--- src/rtl/bullet_pool.sv ---
// bullet_pool: pool of NUM_BULLETS player shots. Fire allocates the lowest free slot, each frame moves shots up, and a hit or leaving the top edge retires a shot. The block also draws a pixel overlay.
// Latency: fire_ack and slot state update 1 cycle after fire_req; pix_on/pix_color 1 cycle after hcount/vcount; active_mask/bx_flat/by_flat are direct register outputs.
// Backpressure: none. A shot is dropped with no ack when it cannot be accepted (cooldown running, pool full, or fire_y too close to the top). The requester holds or re-issues fire_req.
// Ports: clk/rst (async, active-high); frame_tick; fire_req/fire_x/fire_y -> fire_ack;
//        hit_valid/hit_id; hcount/vcount -> pix_on/pix_color; active_mask, bx_flat, by_flat;
//        shots_fired/shots_hit (live only when BULLET_POOL_STATS_EN is defined, otherwise 16'h0).
module bullet_pool #(
    parameter int          NUM_BULLETS  = 4,
    parameter int          HRES         = 1280,
    parameter int          VRES         = 720,
    parameter int          XW           = 11,
    parameter int          YW           = 10,
    parameter int          BULLET_W     = 4,
    parameter int          BULLET_H     = 16,
    parameter int          BULLET_SPEED = 16,
    parameter int          COOLDOWN     = 8,
    parameter logic [23:0] COLOR        = 24'hFFFFFF,
    parameter int          IDW          = (NUM_BULLETS > 1) ? $clog2(NUM_BULLETS) : 1
) (
    input  logic                      clk,
    input  logic                      rst,
    input  logic                      frame_tick,
    input  logic                      fire_req,
    input  logic [XW-1:0]             fire_x,
    input  logic [YW-1:0]             fire_y,
    output logic                      fire_ack,
    input  logic                      hit_valid,
    input  logic [IDW-1:0]            hit_id,
    input  logic [XW-1:0]             hcount,
    input  logic [YW-1:0]             vcount,
    output logic                      pix_on,
    output logic [23:0]               pix_color,
    output logic [NUM_BULLETS-1:0]    active_mask,
    output logic [NUM_BULLETS*XW-1:0] bx_flat,
    output logic [NUM_BULLETS*YW-1:0] by_flat,
    output logic [15:0]               shots_fired,
    output logic [15:0]               shots_hit
);

    localparam int CW = (COOLDOWN > 0) ? $clog2(COOLDOWN + 1) : 1;
    localparam int XE = XW + 1;
    localparam int YE = YW + 1;

    // Catch configurations that cannot address the screen or the slot pool.
    if (NUM_BULLETS < 1) begin : g_chk_num
        $error("bullet_pool: NUM_BULLETS must be >= 1");
    end
    if ((2 ** XW) < HRES || (2 ** YW) < VRES) begin : g_chk_res
        $error("bullet_pool: XW/YW too narrow for HRES/VRES");
    end
    if ((2 ** IDW) < NUM_BULLETS) begin : g_chk_idw
        $error("bullet_pool: IDW too narrow for NUM_BULLETS");
    end

    logic [NUM_BULLETS-1:0] active_q, active_d;
    logic [XW-1:0]          bx_q [NUM_BULLETS];
    logic [XW-1:0]          bx_d [NUM_BULLETS];
    logic [YW-1:0]          by_q [NUM_BULLETS];
    logic [YW-1:0]          by_d [NUM_BULLETS];
    logic [CW-1:0]          cool_q, cool_d;
    logic                   free_found;
    logic [IDW-1:0]         free_idx;
    logic                   fire_ok;
    logic                   pix_hit;

    // Lowest-index free slot. The search uses the registered mask, so a slot
    // retired by a hit in this cycle only becomes allocatable next cycle.
    always_comb begin
        free_found = 1'b0;
        free_idx   = '0;
        for (int i = NUM_BULLETS - 1; i >= 0; i--) begin
            if (!active_q[i]) begin
                free_found = 1'b1;
                free_idx   = IDW'(i);
            end
        end
    end

    assign fire_ok = fire_req && (cool_q == '0) && free_found && (fire_y >= YW'(BULLET_H));

    // Next-state: frame motion first, then a hit overrides (hit wins over
    // retirement-by-motion), then allocation writes an IDLE slot. That slot
    // was not moved by this tick, and a hit on it was ignored because it was idle.
    always_comb begin
        active_d = active_q;
        bx_d     = bx_q;
        by_d     = by_q;
        for (int i = 0; i < NUM_BULLETS; i++) begin
            if (frame_tick && active_q[i]) begin
                if (by_q[i] < YW'(BULLET_SPEED)) begin
                    active_d[i] = 1'b0;
                end else begin
                    by_d[i] = by_q[i] - YW'(BULLET_SPEED);
                end
            end
            if (hit_valid && (hit_id == IDW'(i))) begin
                active_d[i] = 1'b0;
            end
            if (fire_ok && (free_idx == IDW'(i))) begin
                active_d[i] = 1'b1;
                bx_d[i]     = fire_x;
                by_d[i]     = fire_y - YW'(BULLET_H);
            end
        end
    end

    // Cooldown: a load on accept takes priority over the per-frame decrement.
    always_comb begin
        cool_d = cool_q;
        if (fire_ok) begin
            cool_d = CW'(COOLDOWN);
        end else if (frame_tick && (cool_q != '0)) begin
            cool_d = cool_q - CW'(1);
        end
    end

    // Output logic: pixel coverage. Compares are one bit wider than the
    // coordinates so that a bullet near the right or bottom edge cannot wrap.
    always_comb begin
        pix_hit = 1'b0;
        for (int i = 0; i < NUM_BULLETS; i++) begin
            if (active_q[i]
                && ({1'b0, hcount} >= {1'b0, bx_q[i]})
                && ({1'b0, hcount} <  ({1'b0, bx_q[i]} + XE'(BULLET_W)))
                && ({1'b0, vcount} >= {1'b0, by_q[i]})
                && ({1'b0, vcount} <  ({1'b0, by_q[i]} + YE'(BULLET_H)))) begin
                pix_hit = 1'b1;
            end
        end
    end

    // State register.
    always_ff @(posedge clk or posedge rst) begin
        if (rst) begin
            active_q  <= '0;
            for (int i = 0; i < NUM_BULLETS; i++) begin
                bx_q[i] <= '0;
                by_q[i] <= '0;
            end
            cool_q    <= '0;
            fire_ack  <= 1'b0;
            pix_on    <= 1'b0;
            pix_color <= '0;
        end else begin
            active_q  <= active_d;
            bx_q      <= bx_d;
            by_q      <= by_d;
            cool_q    <= cool_d;
            fire_ack  <= fire_ok;
            pix_on    <= pix_hit;
            pix_color <= pix_hit ? COLOR : 24'h0;
        end
    end

    assign active_mask = active_q;

    for (genvar g = 0; g < NUM_BULLETS; g++) begin : g_flat
        assign bx_flat[g*XW +: XW] = bx_q[g];
        assign by_flat[g*YW +: YW] = by_q[g];
    end

`ifdef BULLET_POOL_STATS_EN
    logic        hit_real;
    logic [15:0] fired_q, hitcnt_q;

    // Only hits that actually retire a live slot are counted.
    always_comb begin
        hit_real = 1'b0;
        for (int i = 0; i < NUM_BULLETS; i++) begin
            if (hit_valid && (hit_id == IDW'(i)) && active_q[i]) begin
                hit_real = 1'b1;
            end
        end
    end

    always_ff @(posedge clk or posedge rst) begin
        if (rst) begin
            fired_q  <= '0;
            hitcnt_q <= '0;
        end else begin
            if (fire_ok && (fired_q != 16'hFFFF)) begin
                fired_q <= fired_q + 16'd1;
            end
            if (hit_real && (hitcnt_q != 16'hFFFF)) begin
                hitcnt_q <= hitcnt_q + 16'd1;
            end
        end
    end

    assign shots_fired = fired_q;
    assign shots_hit   = hitcnt_q;
`else
    assign shots_fired = 16'h0;
    assign shots_hit   = 16'h0;
`endif

endmodule

--- config.mk ---
export PLATFORM = sky130hd
export DESIGN_NAME = bullet_pool
export DESIGN_NICKNAME = d
export VERILOG_FILES = /design/src/rtl/bullet_pool.sv
export SDC_FILE = /design/constraint.sdc
export NUM_CORES = 1
export LEC_CHECK = 0
export ABC_AREA = 1
export CAP_MARGIN = 30
export CORE_ASPECT_RATIO = 0.5
export CORE_MARGIN = 2
export CORE_UTILIZATION = 25
export CTS_CLUSTER_DIAMETER = 40
export CTS_CLUSTER_SIZE = 28
export DETAILED_ROUTE_END_ITERATION = 12
export PLACE_DENSITY_LB_ADDON = 0.2
export SYNTH_ARGS = -nofsm -noshare
export SYNTH_HDL_FRONTEND = slang
export SYNTH_SLANG_ARGS = --single-unit
export TNS_END_PERCENT = 10
--- constraint.sdc ---
create_clock -name clk -period 9.8 [get_ports clk]
set_clock_uncertainty 0.05 [all_clocks]
set_input_delay 1.96 -clock clk [delete_from_list [all_inputs] [get_ports clk]]
set_output_delay 1.96 -clock clk [all_outputs]
set_load 0.03 [all_outputs]
==> run summary, run 1 <==
The area added between synthesis and finish works out to 23.05%. In this run the remaining antenna-violating nets after routing total 0. Startpoint kind of the worst setup timing path: a register. The flow ran to the end, and the final reports show no timing, DRC or antenna violations. In this run, CTS created clock tree buffers numbering 9.

The path class of the tightest hold or removal check is reg2reg. The tools report the startpoint of the lowest-slack register-to-register path as bx_flat[14]$_DFFE_PP0P_. The share of cells above drive strength 1 is 2.429%. The clock root buffer is sky130_fd_sc_hd__clkbuf_16. The floorplan has 50 rows.

After clock tree synthesis, the clock-pin slew on the worst setup and hold paths is 0.08 ns. The logs give 0 ns for the setup TNS and 195 for the number of top-level design ports. The run gives 7,820 as the number of global-route vias before repair. Of the available clock period, the critical path in the final layout requires 41.05%. The tools report the number of DRC violations after detailed routing as 0.

For this design the static power due to leakage is 5.643 nW. Along the worst path, the maximum fanout reaches 25. The tools report the total routing resource utilization after global routing as 15.11%.

For the violation count after the first detailed-routing iteration, the log shows 436. Yosys mapped the design onto 45 distinct sky130hd cell types. The worst-case hold path end point was cool_q[3]$_DFFE_PP0P_. Measured against its own limit, the worst slew margin works out to 48.76%. The tools report the total number of clock tree sinks as 94. In this run, synthesis inferred 0 flip-flops with an integrated enable. The setup check on the worst reg-to-reg path leaves a slack of 7.24 ns. Top achievable clock speed: 248.6 MHz.

At the pin with the least slew margin, the transition time is 0.7686 ns. The total count of hold-check failures in the final report is 0. Ranked by total cell area, the synthesized netlist is headed by sky130_fd_sc_hd__dfrtp_1 (25%), sky130_fd_sc_hd__ha_1 (21%), sky130_fd_sc_hd__nand2_1 (12%), sky130_fd_sc_hd__inv_1 (7.8%), sky130_fd_sc_hd__buf_4 (4.9%). Launch instance of the worst min-delay path: cool_q[3]$_DFFE_PP0P_.

Of the post-synthesis cell area, the dominant cell type holds 25.00%. The initial antenna violation count is 0, and the final max-slew violation count is 0. TritonCTS built the clock tree.

The logs give 0.4478 ns for the worst hold margin and 25.00% for the sequential-to-total area share from yosys stat. Grouping stages by cell kind, the critical path spends the most delay in flip-flops. In the synthesized netlist, the number of instances is 1,305.

For this design the ratio of total power to cell area is 238.0 nW/um2. Post-CTS timing repair inserted 0 buffers for setup. The worst path required time was 7.79 ns; the count of buffer and inverter cells on the critical path was 1. Setup slack on the critical path of the routed design comes to 5.777 ns.

The pre-CTS setup slack is 5.488 ns. The later pin in the worst-skew pair is clocked with a latency of 0.37 ns. The logs give 8,251 for the overall via count from detail_route and 1,644 for the count of nets after finishing. Once the floorplan was initialized, standard cells occupied 25.27% of the core. The data arrival at the endpoint of the critical path came out at 2.01 ns. Dividing the detail-routed wire length by the instance count gives 15.21 um. The longest clock path from root to sink contains 2 buffers. By startpoint and endpoint, the worst setup path is classified as reg2out. The worst hold path stage count is 2. The number of fill cells is 4,058, and the flop and latch count out of synthesis is 94. For this run, the detailed router's first-pass iteration total came to 5. The number of antenna diodes in the final layout is 0.

The die covers 39,290 um2. The largest individual stage delay along the critical path comes from the cell sky130_fd_sc_hd__dfrtp_1. Entering global routing, the biggest net connects 59 pins. The via-per-instance ratio came out at 4.264. The average cell area after synthesis was 7.209 um2; the post-cts hold buffer count was 0. The cell depth of the worst flop-to-flop path is 15.

The floorplan step set the die width to 278.3 um. The number of cells upsized or downsized after cts is 0. Setup violations remaining at the end of the flow were counted as 0. The largest single stage delay on the critical path is 0.82 ns. For this run, the number of Yosys warnings is 0.

Setup repair after global routing left no endpoint under its margin. Sort of element at the end of the critical path: an output port. The region available for standard cell placement spans 37,220 um2. Share of flip-flops with an asynchronous set or reset: 100.0%. The global placement routability congestion is 0.8389, and the final period demand of the worst path is 4.023 ns.

Summed over all layers, the routed wires come to 29,420 um. The tools report the max-capacitance violation count as 0. The logs give 9408 um2 for the total standard cell area after synthesis and 2.755 mW for the post-layout total power. The signal on the critical path passes through clkdlybuf4s50_1. The endpoint identified for the worst register-to-register timing path is pix_color[22]$_DFF_PP0_. Detailed placement ended at an HPWL of 23,890 um.

The cell type contributing the most total cell area after synthesis is sky130_fd_sc_hd__dfrtp_1. In the synthesized netlist the dominant register cell turns out to be sky130_fd_sc_hd__dfrtp_1. The number of port buffers was 162; the wire length of the first global-routing pass was 45,560 um. From bottom edge to top edge, the die measures 141.2 um. Number of H-tree levels: 3.

The run gives 0 as the global route total overflow. The largest vdd supply drop came out at 82.61 uV.
-- cells in the mapped netlist, drive strengths merged (2+ instances only) --
master	number
a21boi	3
a21o	4
a21oi	55
and2	2
buf	71
clkbuf	5
dfrtp	94
ha	159
inv	198
nand2	317
nand3	54
nand3b	7
nand4	16
nor2	102
nor3	19
nor3b	2
nor4	2
o211ai	2
o21a	4
o21ai	112
o21bai	7
o221ai	6
o22ai	4
xnor2	11
xor2	43
-- final cells by class --
class                           instances  area, um2  share of cell area [%]
Clock buffer                           10      229.0                   1.978
Multi-Input combinational cell        967       5858                   50.61
Timing Repair Buffer                  165       1644                   14.20
Tap cell                              494      618.1                   5.339
Clock inverter                          6      117.6                   1.016
Sequential cell                        94       2352                   20.32
Inverter                              199      757.0                   6.539
-- worst reg2reg max path: cells and delay by family (launching register included) --
| family | cells | cell delay, ns |
|---|---|---|
| flip-flops | 1 | 0.46 |
| buffers and inverters | 1 | 0.05 |
| AO/OA/AOI/OAI | 2 | 0.27 |
| XOR/XNOR | 1 | 0.18 |
| AND/OR/NAND/NOR | 9 | 1.01 |
| adder cells (fa/ha/maj) | 2 | 0.49 |
-- kinds of logic (layout without fill, tap and decap cells) --
kind of cell	after synthesis	count (layout)	synth area share (%)
adder cells (fa/ha/maj)	159	159	21.15
other	1	32	0.03986
AO/OA/AOI/OAI	199	199	11.56
AND/OR/NAND/NOR	523	523	23.26
flip-flops	94	94	25.00
XOR/XNOR	54	54	5.027
buffers and inverters	275	380	13.96
-- registers in the layout, indices dropped and copies added (netlist names) --
name	count
active_mask	4
bx_flat	44
by_flat	40
cool_q	4
fire_ack	1
pix_color	1
-- metal layers --
metal  part of all wire (%)  track usage (%)  vias to the layer above
met5                      0                0                        -
met4                    1.3            3.329                        0
met3                    2.7            2.154                       24
met2                     51            27.58                      106
met1                     45            18.90                     3728
li1                       -                -                     4393
-- layout by cell type, fill, tap and decap left out, types with 3 or more instances in the layout --
| cell | count |
|---|---|
| sky130_fd_sc_hd__ha_1 | 159 |
| sky130_fd_sc_hd__nand4_1 | 16 |
| sky130_fd_sc_hd__nand2_1 | 313 |
| sky130_fd_sc_hd__nand3_1 | 51 |
| sky130_fd_sc_hd__dfrtp_1 | 94 |
| sky130_fd_sc_hd__clkdlybuf4s50_1 | 162 |
| sky130_fd_sc_hd__nand3b_1 | 7 |
| sky130_fd_sc_hd__xor2_1 | 43 |
| sky130_fd_sc_hd__o221ai_1 | 6 |
| sky130_fd_sc_hd__bufinv_16 | 3 |
| sky130_fd_sc_hd__conb_1 | 32 |
| sky130_fd_sc_hd__o21bai_1 | 7 |
| sky130_fd_sc_hd__o21ai_0 | 84 |
| sky130_fd_sc_hd__xnor2_1 | 11 |
| sky130_fd_sc_hd__nor3_1 | 17 |
| sky130_fd_sc_hd__nand2_2 | 3 |
| sky130_fd_sc_hd__buf_4 | 3 |
| sky130_fd_sc_hd__nand3_2 | 3 |
| sky130_fd_sc_hd__nor2_1 | 101 |
| sky130_fd_sc_hd__o22ai_1 | 4 |
| sky130_fd_sc_hd__a21oi_1 | 55 |
| sky130_fd_sc_hd__clkbuf_16 | 9 |
| sky130_fd_sc_hd__o21a_1 | 4 |
| sky130_fd_sc_hd__inv_1 | 194 |
| sky130_fd_sc_hd__o21ai_1 | 26 |
| sky130_fd_sc_hd__a21o_1 | 4 |
| sky130_fd_sc_hd__a21boi_0 | 3 |
-- power breakdown --
part | internal, mW | total, mW | switching, mW
Combinational | 0.647 | 1.62 | 0.973
Sequential | 0.509 | 0.707 | 0.198
Clock | 0.253 | 0.429 | 0.175
Total | 1.41 | 2.76 | 1.35
-- worst max path at each step --
stage                                        from                         end  depth (start not counted)
after floorplan                               rst  active_mask[0]$_DFFE_PP0P_                          1
after global placement                  fire_y[4]     by_flat[19]$_DFFE_PP0P_                         12
after detailed placement                fire_y[4]     by_flat[23]$_DFFE_PP0P_                          9
after CTS                 pix_color[22]$_DFF_PP0_                pix_color[4]                          1
after global routing      pix_color[22]$_DFF_PP0_               pix_color[18]                          1
final                     pix_color[22]$_DFF_PP0_               pix_color[18]                          1
-- through the flow --
stage          cells  instance area (um2)  utilization [%]
6_report        1935                11580            31.10
3_3_place_gp    1919                11230            30.17
3_5_place_dp    1919                11230            30.17
4_1_cts         1935                11580            31.10
2_1_floorplan   1336                 9524                -
5_1_grt         1935                11580            31.10
Note: power is estimated with default switching activity, not from simulation.
==> run 2, diff against run 1 <==
==> constraint.sdc (replaced) <==
create_clock -name clk -period 3.5 [get_ports clk]
set_clock_uncertainty 0.05 [all_clocks]
set_input_delay 0.7 -clock clk [delete_from_list [all_inputs] [get_ports clk]]
set_output_delay 0.7 -clock clk [all_outputs]
set_load 0.03 [all_outputs]
==> run summary, run 2 (synthesized netlist as in run 1, its figures left out) <==
In the layout the commonest cells are sky130_fd_sc_hd__nand2_1 (313), sky130_fd_sc_hd__inv_1 (194), sky130_fd_sc_hd__clkdlybuf4s50_1 (162). The global route total overflow was 0 (unchanged). The maximum count of clock buffers along a single path was 2 (unchanged).

The run finished with clean final reports. Traced cell by cell, the critical path runs through clkdlybuf4s50_1. The logs give 0 (unchanged) for the count of buffers added by post-CTS timing repair for setup and 54.23% (+5.5 points) for the headroom to the max-slew limit. Leaving out fill and tap cells, the most frequent cell in the layout is sky130_fd_sc_hd__nand2_1. The violation count after the first detailed-routing iteration was 335 (-23%); the final-report setup violation count was 0 (unchanged).

The pre-CTS setup slack was 0.4874 ns (-5.000 ns). The largest vdd supply drop came out at 264.2 uV (+220%). The logs give 24,290 um (+1.7%) for the HPWL reported at the end of detailed placement and 0 (unchanged) for the initial antenna violation count.

The clock slew at the register clock pins of the worst setup and hold paths was 0.07 ns (about the same); the post-detailed-route count of antenna-violating nets was 0 (unchanged). The tree is rooted in a sky130_fd_sc_hd__clkbuf_16. Cell type group with the largest total delay on the critical path: buffers and inverters. The tools report the number of top-level design ports as 195 (unchanged).

The logs give 37,220 um2 (unchanged) for the total core area and 2.75 ns (-5.04 ns) for the worst path required time. The post-route clock period utilization was 77.35%; the total number of placement rows was 50 (unchanged). The logs give 8,318 (+0.81%) for the overall via count from detail_route and 0 (unchanged) for the total count of hold-check failures in the final report. The count of buffer and inverter cells on the critical path is 1 (unchanged), and the final max-slew violation count is 0 (unchanged). The area added between synthesis and finish came out at 23.81%.

The total number of clock tree sinks is 94 (unchanged). Final worst setup slack: 0.7926 ns (-4.985 ns). The share of cells above drive strength 1 was 2.966% (+0.54 points); the number of global-route vias before repair was 7,949 (+1.6%).

The die width is 278.3 um (unchanged), and the number of buffers inserted during clock tree synthesis is 9 (unchanged). The number of flip-flops under the largest register name was 44 (unchanged); the transition time of the tightest slew-check pin was 0.6866 ns (-0.08205 ns). The largest driver fanout on the critical path was 25 (unchanged); the number of cells upsized or downsized after cts was 0 (unchanged). The run gives 0 (unchanged) as the diode insertion count for antenna repair. The total die area was 39,290 um2 (unchanged); the average wire per standard cell was 15.26 um (+0.33%). For the global placement routability congestion, the log shows 0.8417 (+0.33%). By startpoint and endpoint, the worst setup path is classified as reg2out. Max-capacitance violation count: 0 (unchanged). The tools report the number of iterations in the first detailed-routing pass as 4 (-1). The run gives 0 ns (unchanged) as the setup TNS. TritonCTS built the clock tree.

The number of port buffers is 162 (unchanged), and the peak per-stage delay on the critical path is 0.80 ns (-0.02 ns). The number of H-tree levels was 3 (unchanged). The logs give 56 (-5.1%) for the largest net degree at the start of global routing and 369.4 MHz for the top achievable clock speed. The critical path depth in cells came out at 1 (unchanged). Overall routed net length: 29,660 um (+0.80%). The logs give 25.27% (unchanged) for the initial core utilization and 15.18% (+0.068 points) for the total routing resource utilization after global routing. The leakage power figure is 5.679 nW (+0.65%), and the data arrival at the endpoint of the critical path is 1.96 ns (-0.05 ns). The tools report the count of nets after finishing as 1,653 (+0.55%).

Among all stages on the critical path, the largest delay is contributed by sky130_fd_sc_hd__clkdlybuf4s50_1. The cell depth of the worst flop-to-flop path is 15 (unchanged). The number of DRC violations after detailed routing is 0 (unchanged). For the wire length of the first global-routing pass, the log shows 45,760 um (+0.44%). Setup repair after global routing left no endpoint under its margin.

The worst hold path stage count was 2 (unchanged); the insertion delay of the later-clocked pin in the worst-skew pair was 0.36 ns (about the same). The final period demand of the worst path works out to 2.707 ns. The tightest min-delay check is of the reg2reg type. The via-per-instance ratio came out at 4.279 (+0.35%).

The power density relative to cell area works out to 658.2 nW/um2 (+180%). The startpoint kind of the worst setup timing path is a register. The die extent in y is 141.2 um (unchanged).

Post-cts hold buffer count: 0 (unchanged). The sort of element at the end of the critical path was an output port. The worst hold margin is 0.4590 ns (+0.01124 ns).
==> run 2: stage by stage <==
stage | power (mW) | instance area, um2 | instances | util [%]
after floorplan | 5.005 | 9524 | 1336 | -
after global placement | 6.601 | 11320 | 1928 | 30.42
after detailed placement | 6.589 | 11320 | 1928 | 30.42
after CTS | 7.756 | 11650 | 1944 | 31.29
after global routing | 8.403 | 11650 | 1944 | 31.29
final | 7.666 | 11650 | 1944 | 31.29
==> run 2: area by class of cell <==
| type | count | area (um2) |
|---|---|---|
| Clock buffer | 12 | 246.5 |
| Clock inverter | 4 | 78.83 |
| Fill cell | 4068 | 25580 |
| Inverter | 199 | 757.0 |
| Multi-Input combinational cell | 967 | 5858 |
| Sequential cell | 94 | 2352 |
| Tap cell | 494 | 618.1 |
| Timing Repair Buffer | 174 | 1737 |
==> run 2: routing by layer <==
| metal | global-route usage (%) | routed length (um) | up-vias |
|---|---|---|---|
| li1 | - | - | 4414 |
| met1 | 18.99 | 13500 | 3768 |
| met2 | 27.53 | 14990 | 111 |
| met3 | 2.055 | 728 | 25 |
| met4 | 3.898 | 440 | 0 |
| met5 | 0 | 0 | - |
==> run 2: final timing paths <==
kind / start / endpoint / slack, ns
worst max-delay path: pix_color[22]$_DFF_PP0_ / pix_color[15] / 0.79
worst min-delay path: cool_q[3]$_DFFE_PP0P_ / cool_q[3]$_DFFE_PP0P_ / 0.46
worst max register to register: bx_flat[13]$_DFFE_PP0P_ / pix_color[22]$_DFF_PP0_ / 0.88
worst min register to register: cool_q[3]$_DFFE_PP0P_ / cool_q[3]$_DFFE_PP0P_ / 0.46
max in group asynchronous: rst / by_flat[19]$_DFFE_PP0P_ / 2.20
min in group asynchronous: rst / by_flat[22]$_DFFE_PP0P_ / 0.55
==> run 2: power breakdown <==
group	total (mW)	internal [mW]	switching (mW)	leakage (nW)
Clock	1.13	0.653	0.481	0.155
Combinational	4.56	1.83	2.74	4.33
Sequential	1.97	1.43	0.543	1.19
Total	7.67	3.90	3.76	5.68
==> edit (settings of run 2) <==
Set the parameter `COLOR` to 24'h7FFFFF (it was 24'hFFFFFF).
--- a/src/rtl/bullet_pool.sv
+++ b/src/rtl/bullet_pool.sv
@@ -14,7 +14,7 @@
     parameter int          BULLET_H     = 16,
     parameter int          BULLET_SPEED = 16,
     parameter int          COOLDOWN     = 8,
-    parameter logic [23:0] COLOR        = 24'hFFFFFF,
+    parameter logic [23:0] COLOR        = 24'h7FFFFF,
     parameter int          IDW          = (NUM_BULLETS > 1) ? $clog2(NUM_BULLETS) : 1
 ) (
     input  logic                      clk,
Function: changed (Yosys sat finds a counterexample within 4 cycles, from zero or initial values and one cycle with rst high).
==> edit against run 2 <==
- total power up 1.4%
- final cell count decreased by 0.72%
- critical path depth rose by 7
- clock power is 4% lower
- sequential cell count stayed put
- cell area down 0.43%
- non-clock buffer count down 6
- setup slack worse by 0.13 ns
- synthesized area rose by 0.11%
- wire length down 4.0%
==> edit: results (changes against run 2) <==
| Metric | Value |
|---|---|
| Global-route wire length before repair | 45300 um (-1.0%) |
| Clk pwr | 0.00109 W (-4%) |
| Arrival time worst endpoint | 3.08 ns (+1.12 ns) |
| Worst setup margin | 0.659 ns (-0.134 ns) |
| Capturing point of the worst reg2reg path | pix_color[21] |
| Avg WL per Cell | 14.8 um (-3.3%) |
| Biggest cell delay along the critical path | 0.60 ns (-0.20 ns) |
| GP Congestion | 0.821 (-2.5%) |
| Status | completed |
| Worst setup path endpoint | by_flat[26] |
| Post-synthesis sequential area ratio | 25.0% (-0.027 points) |
| CP max FO | 9 (-64%) |
| Max VDD drop | 0.230 mV (-13%) |
| Int Power | 0.00388 W (-0.55%) |
| Worst slack, placed | 0.259 ns (-0.228 ns) |
| Vias in the first global route | 7942 (-0.088%) |
| Largest net degree at the start of global routing | 40 (-29%) |
| Share of post-route cells with drive strength above 1 | 3.55% (+0.59 points) |
| PortBufs | 161 (-0.62%) |
| Final nets | 1639 (-0.85%) |
| Worst-Margin Slew | 0.633 ns (-0.0540 ns) |
| Final Non-Filler Cells | 1930 (-0.72%) |
| Critical Path Start | fire_y[4] |
| Static Leak | 5.66 nW (-0.31%) |
| Reg2Reg Setup Slack | 1.02 ns (+0.14 ns) |
| All-Layer GR Usage | 14.7% (-0.48 points) |
| 1st-iter DRT viols | 352 (+5.1%) |
| First-pass DRT Iterations | 5 (+1) |
| Post-CTS Resized | 0 (unchanged) |
| Switching part of the total power | 50.1% (+0.99 points) |
| WHS | 0.449 ns (-0.0103 ns) |
| Top cells by area, synth | dfrtp_1 (25%), ha_1 (21%), nand2_1 (12%), inv_1 (7.7%), buf_4 (4.7%) |
| Hpwl dp | 23700 um (-2.4%) |
| Hold Path Class | reg -> reg |
| Flop pwr share | 25.5% (-0.2 points) |
| Placed Area | 0.0113 mm^2 (-0.35%) |
| Mean post-synth cell area | 7.27 um^2 (+0.88%) |
| Most instantiated cells after synthesis | nand2_1 (307), inv_1 (193), ha_1 (159), dfrtp_1 (94), nor2_1 (94) |
| DR vias | 8221 (-1.2%) |
| Filler Cells Inserted | 4108 (+0.98%) |
==> edit: logic make-up after synthesis <==
family	share of synthesized area, %
flops	25.0
simple gates	23.1
buf+inv	13.8
compound gates	11.9
xor+xnor	5.11
fa+ha+maj	21.1
other cells	0.0398
==> edit: metal layers <==
metal / share of wire [%] / global-route usage (%) / up-vias
met1: 46 / 18.5 / 3725
met4: 0.97 / 2.55 / 0
met2: 51 / 27.0 / 89
li1: - / - / 4388
met5: 0 / 0 / -
met3: 2.4 / 2.19 / 19
==> edit: critical path: cells and delay by family <==
family / cells / cell delay [ns]
fa+ha+maj: 1 / 0.30
buf+inv: 1 / 0.60
compound gates: 2 / 0.27
simple gates: 4 / 1.19
==> edit: cell type report <==
cell class | count | area (um^2) | share of cell area, %
clock buffer | 9 | 225 | 1.94
clock inverter | 7 | 90.1 | 0.777
sequential | 94 | 2350 | 20.3
multi-input combinational | 961 | 5890 | 50.7
tap | 494 | 618 | 5.33
timing repair buffer | 168 | 1680 | 14.5
inverter | 197 | 749 | 6.46
